==> src/rtl/mult_result_accum.sv <==
// mult_result_accum: drains a programmed number of serial_mult products through
// the valid/get handshake and presents their wide sum on a valid/ready port.
module mult_result_accum #(
  parameter int RES_W   = 16,
  parameter int ACC_W   = 20,
  parameter int MAX_LEN = 16,
  parameter int CNT_W   = 5
) (
  input  logic             clk,
  input  logic             rst,
  input  logic             start,
  input  logic [CNT_W-1:0] len,
  output logic             busy,
  input  logic             mult_valid,
  input  logic [RES_W-1:0] mult_result,
  output logic             mult_get,
  output logic             acc_valid,
  output logic [ACC_W-1:0] acc_data,
  input  logic             acc_ready,
  output logic             overflow
);

  typedef enum logic [2:0] {
    IDLE    = 3'd0,
    COLLECT = 3'd1,
    ACK     = 3'd2,
    RELEASE = 3'd3,
    HOLD    = 3'd4
  } state_t;

  localparam logic [CNT_W-1:0] MAX_LEN_C = CNT_W'(MAX_LEN);
  localparam logic [CNT_W-1:0] CNT_ONE   = {{(CNT_W-1){1'b0}}, 1'b1};
  localparam logic [CNT_W-1:0] CNT_ZERO  = {CNT_W{1'b0}};

  state_t           state_r;
  state_t           state_nxt_s;
  logic [CNT_W-1:0] cnt_r;
  logic [CNT_W-1:0] cnt_nxt_s;
  logic [CNT_W-1:0] len_clamp_s;
  logic [ACC_W-1:0] acc_nxt_s;
  logic             ovf_nxt_s;
  logic [ACC_W:0]   sum_s;

  assign len_clamp_s = (len > MAX_LEN_C) ? MAX_LEN_C : len;
  // One extra bit so the carry out of ACC_W can feed the sticky overflow flag.
  assign sum_s = {1'b0, acc_data} + {{(ACC_W+1-RES_W){1'b0}}, mult_result};

  // Next-state, counter and accumulator update
  always_comb begin
    state_nxt_s = state_r;
    cnt_nxt_s   = cnt_r;
    acc_nxt_s   = acc_data;
    ovf_nxt_s   = overflow;
    case (state_r)
      IDLE: begin
        if (start) begin
          acc_nxt_s = {ACC_W{1'b0}};
          ovf_nxt_s = 1'b0;
          cnt_nxt_s = len_clamp_s;
          if (len != CNT_ZERO) begin
            state_nxt_s = COLLECT;
          end else begin
            state_nxt_s = HOLD;
          end
        end else begin
          state_nxt_s = IDLE;
        end
      end
      COLLECT: begin
        if (mult_valid) begin
          acc_nxt_s   = sum_s[ACC_W-1:0];
          ovf_nxt_s   = overflow | sum_s[ACC_W];
          cnt_nxt_s   = cnt_r - CNT_ONE;
          state_nxt_s = ACK;
        end else begin
          state_nxt_s = COLLECT;
        end
      end
      ACK: begin
        state_nxt_s = RELEASE;
      end
      RELEASE: begin
        // A product still presented after get must not be counted twice.
        if (!mult_valid) begin
          if (cnt_r == CNT_ZERO) begin
            state_nxt_s = HOLD;
          end else begin
            state_nxt_s = COLLECT;
          end
        end else begin
          state_nxt_s = RELEASE;
        end
      end
      HOLD: begin
        if (acc_ready) begin
          state_nxt_s = IDLE;
        end else begin
          state_nxt_s = HOLD;
        end
      end
      default: begin
        state_nxt_s = IDLE;
      end
    endcase
  end

  // State, datapath and output registers; outputs are decoded from next state
  always_ff @(posedge clk) begin
    if (rst) begin
      state_r   <= IDLE;
      cnt_r     <= CNT_ZERO;
      acc_data  <= {ACC_W{1'b0}};
      overflow  <= 1'b0;
      busy      <= 1'b0;
      mult_get  <= 1'b0;
      acc_valid <= 1'b0;
    end else begin
      state_r   <= state_nxt_s;
      cnt_r     <= cnt_nxt_s;
      acc_data  <= acc_nxt_s;
      overflow  <= ovf_nxt_s;
      busy      <= (state_nxt_s != IDLE);
      mult_get  <= (state_nxt_s == ACK);
      acc_valid <= (state_nxt_s == HOLD);
    end
  end

endmodule

==> config.mk <==
export PLATFORM = sky130hd
export DESIGN_NAME = mult_result_accum
export DESIGN_NICKNAME = d
export VERILOG_FILES = /design/src/rtl/mult_result_accum.sv
export SDC_FILE = /design/constraint.sdc
export NUM_CORES = 1
export LEC_CHECK = 0
export ABC_AREA = 1
export CAP_MARGIN = 0
export CORE_ASPECT_RATIO = 0.6
export CORE_MARGIN = 2
export CORE_UTILIZATION = 40
export DETAILED_ROUTE_END_ITERATION = 7
export PLACE_DENSITY = 0.67
export SYNTH_ARGS = -nofsm -noshare
export SYNTH_HDL_FRONTEND = slang
export SYNTH_SLANG_ARGS = --single-unit
==> constraint.sdc <==
create_clock -name clk -period 1.7 [get_ports clk]
set_clock_uncertainty 0.05 [all_clocks]
set_input_delay 0.255 -clock clk [delete_from_list [all_inputs] [get_ports clk]]
set_output_delay 0.255 -clock clk [all_outputs]
set_load 0.03 [all_outputs]
==> results of run 1 <==
[cells in the mapped netlist]
| cell type | n |
|---|---|
| nand2_1 | 148 |
| inv_1 | 66 |
| nand3_1 | 36 |
| nor2_1 | 36 |
| dfxtp_1 | 32 |
| a21oi_1 | 29 |
| ha_1 | 18 |
| nand3b_1 | 8 |
| or2_2 | 6 |
| and2_1 | 5 |
| nor3_1 | 4 |
| o21ai_0 | 4 |
| buf_6 | 3 |
| nand4_1 | 3 |
| nor2_2 | 3 |
| clkbuf_1 | 2 |
| inv_2 | 2 |
| o21ai_1 | 2 |
| o22ai_1 | 2 |
| xor2_1 | 2 |
| a211oi_1 | 1 |
| a211oi_2 | 1 |
| a31oi_1 | 1 |
| buf_4 | 1 |
| fa_1 | 1 |
| nand2_2 | 1 |
| nor2_4 | 1 |
| o2111ai_1 | 1 |
| o211ai_1 | 1 |
| o221ai_1 | 1 |
| or2_0 | 1 |
| or2_1 | 1 |
| xnor2_1 | 1 |
[layout make-up]
class	instances	area [um^2]
clock inverter	1	5.005
sequential	32	658.1
tap	84	105.1
clock buffer	7	97.59
timing repair buffer	95	867.1
inverter	68	257.7
fill	545	2082
multi-input combinational	318	2066
[registers in the layout, summed over array words and instances, names as in the netlist]
name and cells:
cnt_r 5, busy 1, acc_valid 1, mult_get 1, acc_data 20, state_r 3
overflow 1
[worst max-delay path, delay by kind of cell (launching register included)]
family | cells | cell delay (ns)
compound gates | 1 | 0.06
fa+ha+maj | 2 | 0.50
buf+inv | 1 | 0.11
flops | 1 | 0.35
simple gates | 5 | 0.63
[routing by layer]
| layer | GRT usage | routed length, um |
|---|---|---|
| met5 | 0 | 0 |
| met4 | 0.04383 | 53 |
| met3 | 0.06151 | 608 |
| met2 | 0.3559 | 3398 |
| met1 | 0.3401 | 4051 |
[power groups by stage]
stage	logic [uW]	registers [uW]	clock network [uW]
floorplan	615	966	0
global placement	1040	897	0
detailed placement	1060	901	0
CTS	1150	892	697
global route	1360	902	734
finish	1240	896	687
[timing repair]
action	4_1_cts	5_1_grt
resized for setup	61	64
setup buffers	5	3
endpoints found under the setup margin	24	24
hold endpoints to repair	0	0
pin swaps	6	22
[through the flow]
| stage | TNS, ns | cells |
|---|---|---|
| CTS | -0.2521 | 603 |
| detailed placement | -8.082 | 590 |
| floorplan | -0.1026 | 424 |
| global placement | -7.451 | 590 |
| finish | -0.5131 | 605 |
| global route | -1.393 | 605 |
[kinds of logic after synthesis]
family                   Yosys count  share of synthesized area
AO/OA/AOI/OAI                     43                    0.09400
XOR/XNOR                           3                    0.01034
adder cells (fa/ha/maj)           19                    0.09646
buffers and inverters             74                     0.1196
flip-flops                        32                     0.2520
AND/OR/NAND/NOR                  253                     0.4277
[worst max-delay path by stage]
stage          cells after the start                   endpoint
2_1_floorplan                     10   acc_data[8]$_SDFFE_PP0P_
3_3_place_gp                      13  acc_data[16]$_SDFFE_PP0P_
3_5_place_dp                      13  acc_data[16]$_SDFFE_PP0P_
4_1_cts                           10   acc_data[8]$_SDFFE_PP0P_
5_1_grt                           10  acc_data[12]$_SDFFE_PP0P_
6_report                           9   acc_data[4]$_SDFFE_PP0P_
==> impl_metrics.yaml, run 1 <==
clock_network:
  cts_buffers: 5
  cts_sinks: 32
  worst_skew_pair.late_latency_ns: 0.29
  cts_tree: "done"
  ctsRootBufferMaster: "clkbuf_8"
  cts.hold.buffers_added: 0
  path_clk_slew_ns: 0.08
  h-tree-depth: 2
  cts_buffer_depth: 2
die:
  die_width_um: 106.9
  die-area_um2: 7031
  rows: 22
  die_y_um: 65.76
  core_area_um2: 6138
  start_util: 0.4142
  io_pins: 50
cells_and_area:
  synthToLayoutAreaGrowth_pct: 59.55
  fin_area_um2: 4056
  antenna_cells: 0
  final_util: 0.6608
  final_common_cell: "nand2_1"
  final_cell_mix: "119 x nand2_1, 62 x inv_1, 44 x buf_4"
  final_net_count: 565
  layout-drive-gt1-share: 0.3013
timing:
  relSlewSlack: 0.7807
  rsz0062_at_grt: "yes"
  hold_violations: 0
  period_needed_ns: 1.805
  tightest_slew_ns: 0.3279
  finalSetupViolCount: 7
  layout_setup_ws_ns: -0.1054
  holdWs_ns: 0.4165
  fmax_mhz: 553.9
  fin_crit_sh: 1.062
  slew_violations: 0
setup_path:
  cp_max_fo: 3
  worst-r2r-setup-slack_ns: -0.11
  crit_type: "flop to flop"
  critPathRequiredTime_ns: 1.83
  path_cells: "ha_4, fa_2, nand2_2, nand3_2, and2_4, buf_6, or2_4, nand3_2, a21oi_2"
  slowest_delay_ns: 0.35
  crit_top_cell: "nand3_2"
  cp_slowest_cell: "dfxtp_4"
  regToRegEndpoint: "acc_data[4]$_SDFFE_PP0P_"
  critPathArrivalTime_ns: 1.93
  critPathLaunch: "acc_data[0]$_SDFFE_PP0P_"
  r2r-start: "acc_data[0]$_SDFFE_PP0P_"
  reg2reg_depth: 9
  critPathCaptureType: "flop"
  start_kind: "flop"
logic_synthesis:
  yosys_register_bits: 32
  synth.area.top_cells: "dfxtp_1 25%, nand2_1 22%, inv_1 9.7%, ha_1 8.9%, nand3_1 7.1%"
  yosysWarnings: 0
  yosysUniqueCellTypes: 33
  synthesis.nets: 469
  synth_area_per_cell_um2: 5.996
  synthCells: 424
  syn_area_um2: 2542
  yosysTopAreaCell: "dfxtp_1"
  synth.yosys.seq_area_share: 0.2520
  synth_top_area_frac: 0.2520
pwr:
  seqPwrFrac: 0.317
  irDropWorstVdd_mv: 0.4052
  intPower_uw: 1744
  p_per_area_nw_per_um2: 695.9
  p_comb_frac: 0.439
  clockPowerShare: 0.243
  p_sw_frac: 0.3823
  p_leak_uw: 0.002039
  p_sw_uw: 1079
  total_power_uw: 2823
placed_design:
  dp.final_hpwl_um: 5875
  dpl_cell_area_um2: 3456
  port_buffers: 49
  gp_congestion: 1.001
  place_ws_ns: -0.5232
status:
  status: "finished, violations left"
  violations: "setup timing"
global_route:
  grt_pass1_vias: 2863
  antenna_found_initial: 0
  grt_overflow: 0
  grt_pass1_wl_um: 13010
  grt_use_total: 0.2360
  grt_max_degree: 22
drt:
  wl_per_cell_um: 13.41
  vias: 2993
  routed_wl_um: 8113
  avgViaCountPerCell: 4.947
  drtIter0Drc: 157
  ant_nets: 0
  dr.pass1.iters: 5
  drc: 0
min_path:
  holdCritStartpoint: "mult_result[10]"
  min_path_type: "input pin to flop"
  whs_path_depth: 5
  hold_end: "acc_data[10]$_SDFFE_PP0P_"
job:
  maxCapViolations: 0
(Power assumes the default switching activity.)
==> run 2: changes to the inputs <==
- GPL_TIMING_DRIVEN: unset -> 0
==> run 2 against run 1 <==
Net effect: register-to-register slack got worse by 0.08 ns; die area unchanged; global-route usage decreased by 0.47 points; non-clock buffer count decreased by 27; highest routed layer unchanged; critical path depth increased by 1; critical path type unchanged; the run still ends with setup timing left; largest cell class unchanged; clock power increased by 10%; flip-flop and latch count unchanged; critical endpoint is now acc_data[8]$_SDFFE_PP0P_.
==> impl_metrics.yaml, run 2 (synthesis results as in run 1) <==
die:
  die_y_um: 65.76
  io_pins: 50
  rows: 22
  die-area_um2: 7031
  core_area_um2: 6138
  die_width_um: 106.9
  start_util: 0.4142
global_route:
  use_met3: 0.04067
  grt_use_met2: 0.3320
  grt_busiest_layer: "met1"
  grt_pass1_vias: 2597
  antenna_found_initial: 0
  grt_pass1_wl_um: 12480
  grt_overflow: 0
  grt_max_degree: 11
  grt_use_total: 0.2313
  grtUsageMet1: 0.3507
min_path:
  holdCritStartpoint: "overflow$_SDFFE_PP0P_"
  min_path_type: "flop to flop"
setup_path:
  critPathRequiredTime_ns: 1.80
  path_cells: "ha_4, fa_2, nand2_2, nand3_4, and2_4, nand2_4, nand2_4, or2_0, nand3_1, a21oi_2"
  r2r-start: "acc_data[0]$_SDFFE_PP0P_"
  slowest_delay_ns: 0.37
  start_kind: "flop"
  cp_slowest_cell: "fa_2"
  crit_top_cell: "nand2_4"
  worst-r2r-setup-slack_ns: -0.18
  critPathArrivalTime_ns: 1.99
  critPathLaunch: "acc_data[0]$_SDFFE_PP0P_"
  crit_type: "flop to flop"
  critPathCaptureType: "flop"
  cp_max_fo: 3
pwr:
  irDropWorstVdd_mv: 0.3936
  total_power_uw: 2831
  p_per_area_nw_per_um2: 742.4
  p_leak_uw: 0.001860
placed_design:
  port_buffers: 49
  gp_congestion: 0.9749
  place_ws_ns: -0.6180
  dpl_cell_area_um2: 3199
  dp.final_hpwl_um: 5785
timing:
  fin_crit_sh: 1.107
  finalSetupViolCount: 10
  holdWs_ns: 0.4119
  hold_violations: 0
  period_needed_ns: 1.882
  rsz0062_at_grt: "yes"
  layout_setup_ws_ns: -0.1821
  relSlewSlack: 0.5226
  tightest_slew_ns: 0.7161
  fmax_mhz: 531.3
  timing.setup.tns_ns: -1.299
  slew_violations: 0
cells_and_area:
  synthToLayoutAreaGrowth_pct: 50.00
  layout-drive-gt1-share: 0.2510
  antenna_cells: 0
  fin_area_um2: 3814
  final_common_cell: "nand2_1"
  top_register: "acc_data"
  reg_top3: "acc_data: 20 flops, cnt_r: 5 flops, state_r: 3 flops"
  ff_latch_area_um2: 659.4
  final_cell_mix: "122 x nand2_1, 63 x inv_1, 28 x nand3_1"
  largest_reg_flops: 20
  final_net_count: 538
  nFillCells: 562
  multiInputGateArea_um2: 2023
drt:
  avgViaCountPerCell: 5.024
  routed_wl_um: 8228
  wl_per_cell_um: 14.24
  ant_nets: 0
  dr.pass1.iters: 5
  drc: 0
  vias: 2904
  drtIter0Drc: 182
clock_network:
  worst_skew_pair.late_latency_ns: 0.29
  h-tree-depth: 2
  ctsRootBufferMaster: "clkbuf_8"
  cts_sinks: 32
  path_clk_slew_ns: 0.08
  cts_buffers: 5
  cts_tree: "done"
  cts_buffer_depth: 2
status:
  status: "finished, violations left"
  violations: "setup timing"
job:
  maxCapViolations: 0
==> run 2: changes by cell type in the layout (fill, tap and decap cells not counted), sizes merged <==
| cell | delta |
|---|---|
| buf | -29 |
| clkdlybuf4s50 | +8 |
| dlygate4sd2 | -7 |
| bufinv | +1 |
| clkbuf | +1 |
| dlymetal6s2s | -1 |
==> run 2: stage by stage <==
stage,util,instances
finish,0.6213,578
global route,0.6213,578
CTS,0.5750,571
detailed placement,0.5212,557
global placement,0.5212,557
floorplan,-,424
==> run 2: path summary, 6_finish.rpt <==
check / end / cells past startpoint
setup reg to reg: acc_data[8]$_SDFFE_PP0P_ / 10
hold / removal: overflow$_SDFFE_PP0P_ / 2
setup / recovery: acc_data[8]$_SDFFE_PP0P_ / 10
hold reg to reg: overflow$_SDFFE_PP0P_ / 2
==> run 2: timing repair <==
action | CTS | global route
setup buffers | 6 | 7
setup endpoints to repair | 22 | 23
hold buffers | 0 | 0
pin swaps | 4 | 24
endpoints found under the hold margin | 0 | 0
gates resized for setup | 39 | 67
==> run 2: metal layers <==
layer,wire length (um),vias up
li1,-,1474
met3,649,8
met2,3319,116
met4,108,0
met5,0,-
met1,4151,1306
==> run 2: critical path: cells and delay by family, from the launching register on <==
kind | cells | cell delay (ns)
simple gates | 7 | 0.77
fa+ha+maj | 2 | 0.53
flops | 1 | 0.35
compound gates | 1 | 0.05
==> run 2: layout make-up <==
class,count,area share
inverter,68,0.06693
multi-input combinational,318,0.5305
sequential,32,0.1729
tap,84,0.02756
buffer,6,0.01312
timing repair buffer,62,0.1608
clock buffer,6,0.01903
clock inverter,2,0.009186
==> run 2: power by group <==
group          leakage (uW)  internal [uW]  switching, uW  total, uW
Clock             0.0000552            435            322        757
Sequential         0.000266            828           68.5        896
Combinational       0.00154            488            689       1180
==> run 3: changes to the inputs <==
- PLACE_DENSITY: 0.67 -> unset
- clock period: 1.7 -> 2.4 ns (I/O delays scaled with it)
==> run 3 against run 2 <==
Net effect: the flow now finishes without violations; first-iteration DRC count shrank 42%; clock power fell by 30%; die area did not move; critical path type is now input pin to flop; global-route usage shrank 1.5 points; via count fell by 6.6%; register-to-register slack improved by 0.54 ns; highest routed layer unchanged; hold slack lost 0.015 ns.
==> impl_metrics.yaml, run 3 (synthesis results as in run 1) <==
global_route:
  grt_use_total: 0.2163
  antenna_found_initial: 0
  grt_max_degree: 11
  grt_pass1_vias: 2384
  grt_pass1_wl_um: 11650
  grt_overflow: 0
drt:
  vias: 2711
  routed_wl_um: 7205
  drtIter0Drc: 106
  ant_nets: 0
  dr.pass1.iters: 5
  avgViaCountPerCell: 4.798
  drc: 0
  wl_per_cell_um: 12.75
timing:
  holdWs_ns: 0.3968
  tightest_slew_ns: 0.6556
  rsz0062_at_grt: "no"
  timing.setup.tns_ns: 0
  finalSetupViolCount: 0
  relSlewSlack: 0.5629
  hold_violations: 0
  period_needed_ns: 2.193
  fmax_mhz: 456.1
  fin_crit_sh: 0.9136
  slew_violations: 0
setup_path:
  slowest_delay_ns: 0.40
  cp_top_family: "simple AND/OR/NAND/NOR gates"
  critPathArrivalTime_ns: 2.29
  reg2reg_depth: 10
  worst-r2r-setup-slack_ns: 0.36
  regToRegEndpoint: "acc_data[8]$_SDFFE_PP0P_"
  start_kind: "input pin"
  crit_type: "input pin to flop"
  cp_max_fo: 3
  crit_top_cell: "nand2_1"
  path_buf_inv: 1
  cp_slowest_cell: "clkdlybuf4s50_1"
  critPathRequiredTime_ns: 2.50
  critPathCaptureType: "flop"
  path_cells: "clkdlybuf4s50_1, ha_2, fa_2, nand2_1, nand3_1, and2_1, nand2_1, nand2_1, or2_0, nand3_1, a21oi_1"
  r2r-start: "acc_data[0]$_SDFFE_PP0P_"
cells_and_area:
  final_cell_mix: "148 x nand2_1, 66 x inv_1, 49 x clkdlybuf4s50_1"
  nFillCells: 654
  antenna_cells: 0
  synthToLayoutAreaGrowth_pct: 27.85
  final_common_cell: "nand2_1"
  largest_reg_flops: 20
  reg_top3: "acc_data: 20 flops, cnt_r: 5 flops, state_r: 3 flops"
  layout-drive-gt1-share: 0.05613
  final_net_count: 525
  top_register: "acc_data"
placed_design:
  port_buffers: 49
  dp.final_hpwl_um: 5827
  gp_congestion: 0.9749
die:
  die_y_um: 65.76
  rows: 22
  die_width_um: 106.9
  io_pins: 50
  start_util: 0.4142
  die-area_um2: 7031
  core_area_um2: 6138
clock_network:
  ctsRootBufferMaster: "clkbuf_8"
  cts.hold.buffers_added: 0
  cts_sinks: 32
  worst_skew_pair.late_latency_ns: 0.29
  cts_buffer_depth: 2
  h-tree-depth: 2
  cts_buffers: 5
  cts_tree: "done"
  path_clk_slew_ns: 0.07
job:
  maxCapViolations: 0
min_path:
  whs_path_depth: 2
  holdCritStartpoint: "overflow$_SDFFE_PP0P_"
  min_path_type: "flop to flop"
  hold_end: "overflow$_SDFFE_PP0P_"
pwr:
  irDropWorstVdd_mv: 0.3023
  p_per_area_nw_per_um2: 568.1
  intPower_uw: 1166
  clockPowerShare: 0.288
  p_leak_uw: 0.001549
  p_sw_uw: 680.7
  p_comb_frac: 0.375
  seqPwrFrac: 0.337
  p_sw_frac: 0.3687
status:
  status: "completed"
[run 3: how the worst max path moves through the flow]
stage | to | slack (ns) | cells after the start | from
after floorplan | acc_data[8]$_SDFFE_PP0P_ | 0.42 | 10 | acc_data[0]$_SDFFE_PP0P_
after global placement | acc_data[8]$_SDFFE_PP0P_ | -0.17 | 11 | mult_result[0]
after detailed placement | acc_data[8]$_SDFFE_PP0P_ | -0.17 | 11 | mult_result[0]
after CTS | acc_data[16]$_SDFFE_PP0P_ | 0.13 | 13 | mult_result[0]
after global routing | acc_data[16]$_SDFFE_PP0P_ | 0.05 | 13 | mult_result[0]
final | acc_data[8]$_SDFFE_PP0P_ | 0.21 | 11 | mult_result[0]
[run 3: layout make-up]
type                    count  area, um^2  share of cell area
clock inverters             2       35.03             0.01078
plain buffers               6       48.80             0.01501
well taps                  84       105.1             0.03233
clock buffers               6       72.57             0.02232
inverters                  68       255.2             0.07852
repair buffers             49       490.5              0.1509
multi-input cells         318        1603              0.4931
flip-flops and latches     32       640.6              0.1971
[run 3: metrics by stage]
stage	total power, uW	util	area (um^2)	worst slack, ns	cells
CTS	1858	0.5287	3246	0.1275	565
detailed placement	1319	0.5112	3138	-0.1738	557
finish	1847	0.5296	3251	0.2075	565
floorplan	1102	-	2542	0.4192	424
global placement	1315	0.5112	3138	-0.1699	557
global route	1969	0.5296	3251	0.05324	565
[run 3: power groups by stage]
| stage | logic, uW | clock network (uW) | registers (uW) |
|---|---|---|---|
| 2_1_floorplan | 422 | 0 | 679 |
| 3_3_place_gp | 681 | 0 | 634 |
| 3_5_place_dp | 685 | 0 | 634 |
| 4_1_cts | 690 | 546 | 622 |
| 5_1_grt | 770 | 570 | 629 |
| 6_report | 692 | 532 | 623 |
[run 3: timing repair]
action                                  4_1_cts  5_1_grt
resized for setup                             0        2
endpoints found under the setup margin        0        3
buffers inserted                              0        0
[run 3: metal layers]
metal,part of all wire,track usage,wire length [um],vias up
met4,0.0094,0.04870,68,0
li1,-,-,-,1441
met5,0,0,0,-
met1,0.56,0.3491,4067,1180
met2,0.35,0.2787,2540,82
met3,0.073,0.04861,529,8
[run 3: worst min-delay path, cell delays in order, from the launching register on]
cell	delay, ns
dfxtp_1	0.31
inv_1	0.04
a21oi_1	0.05
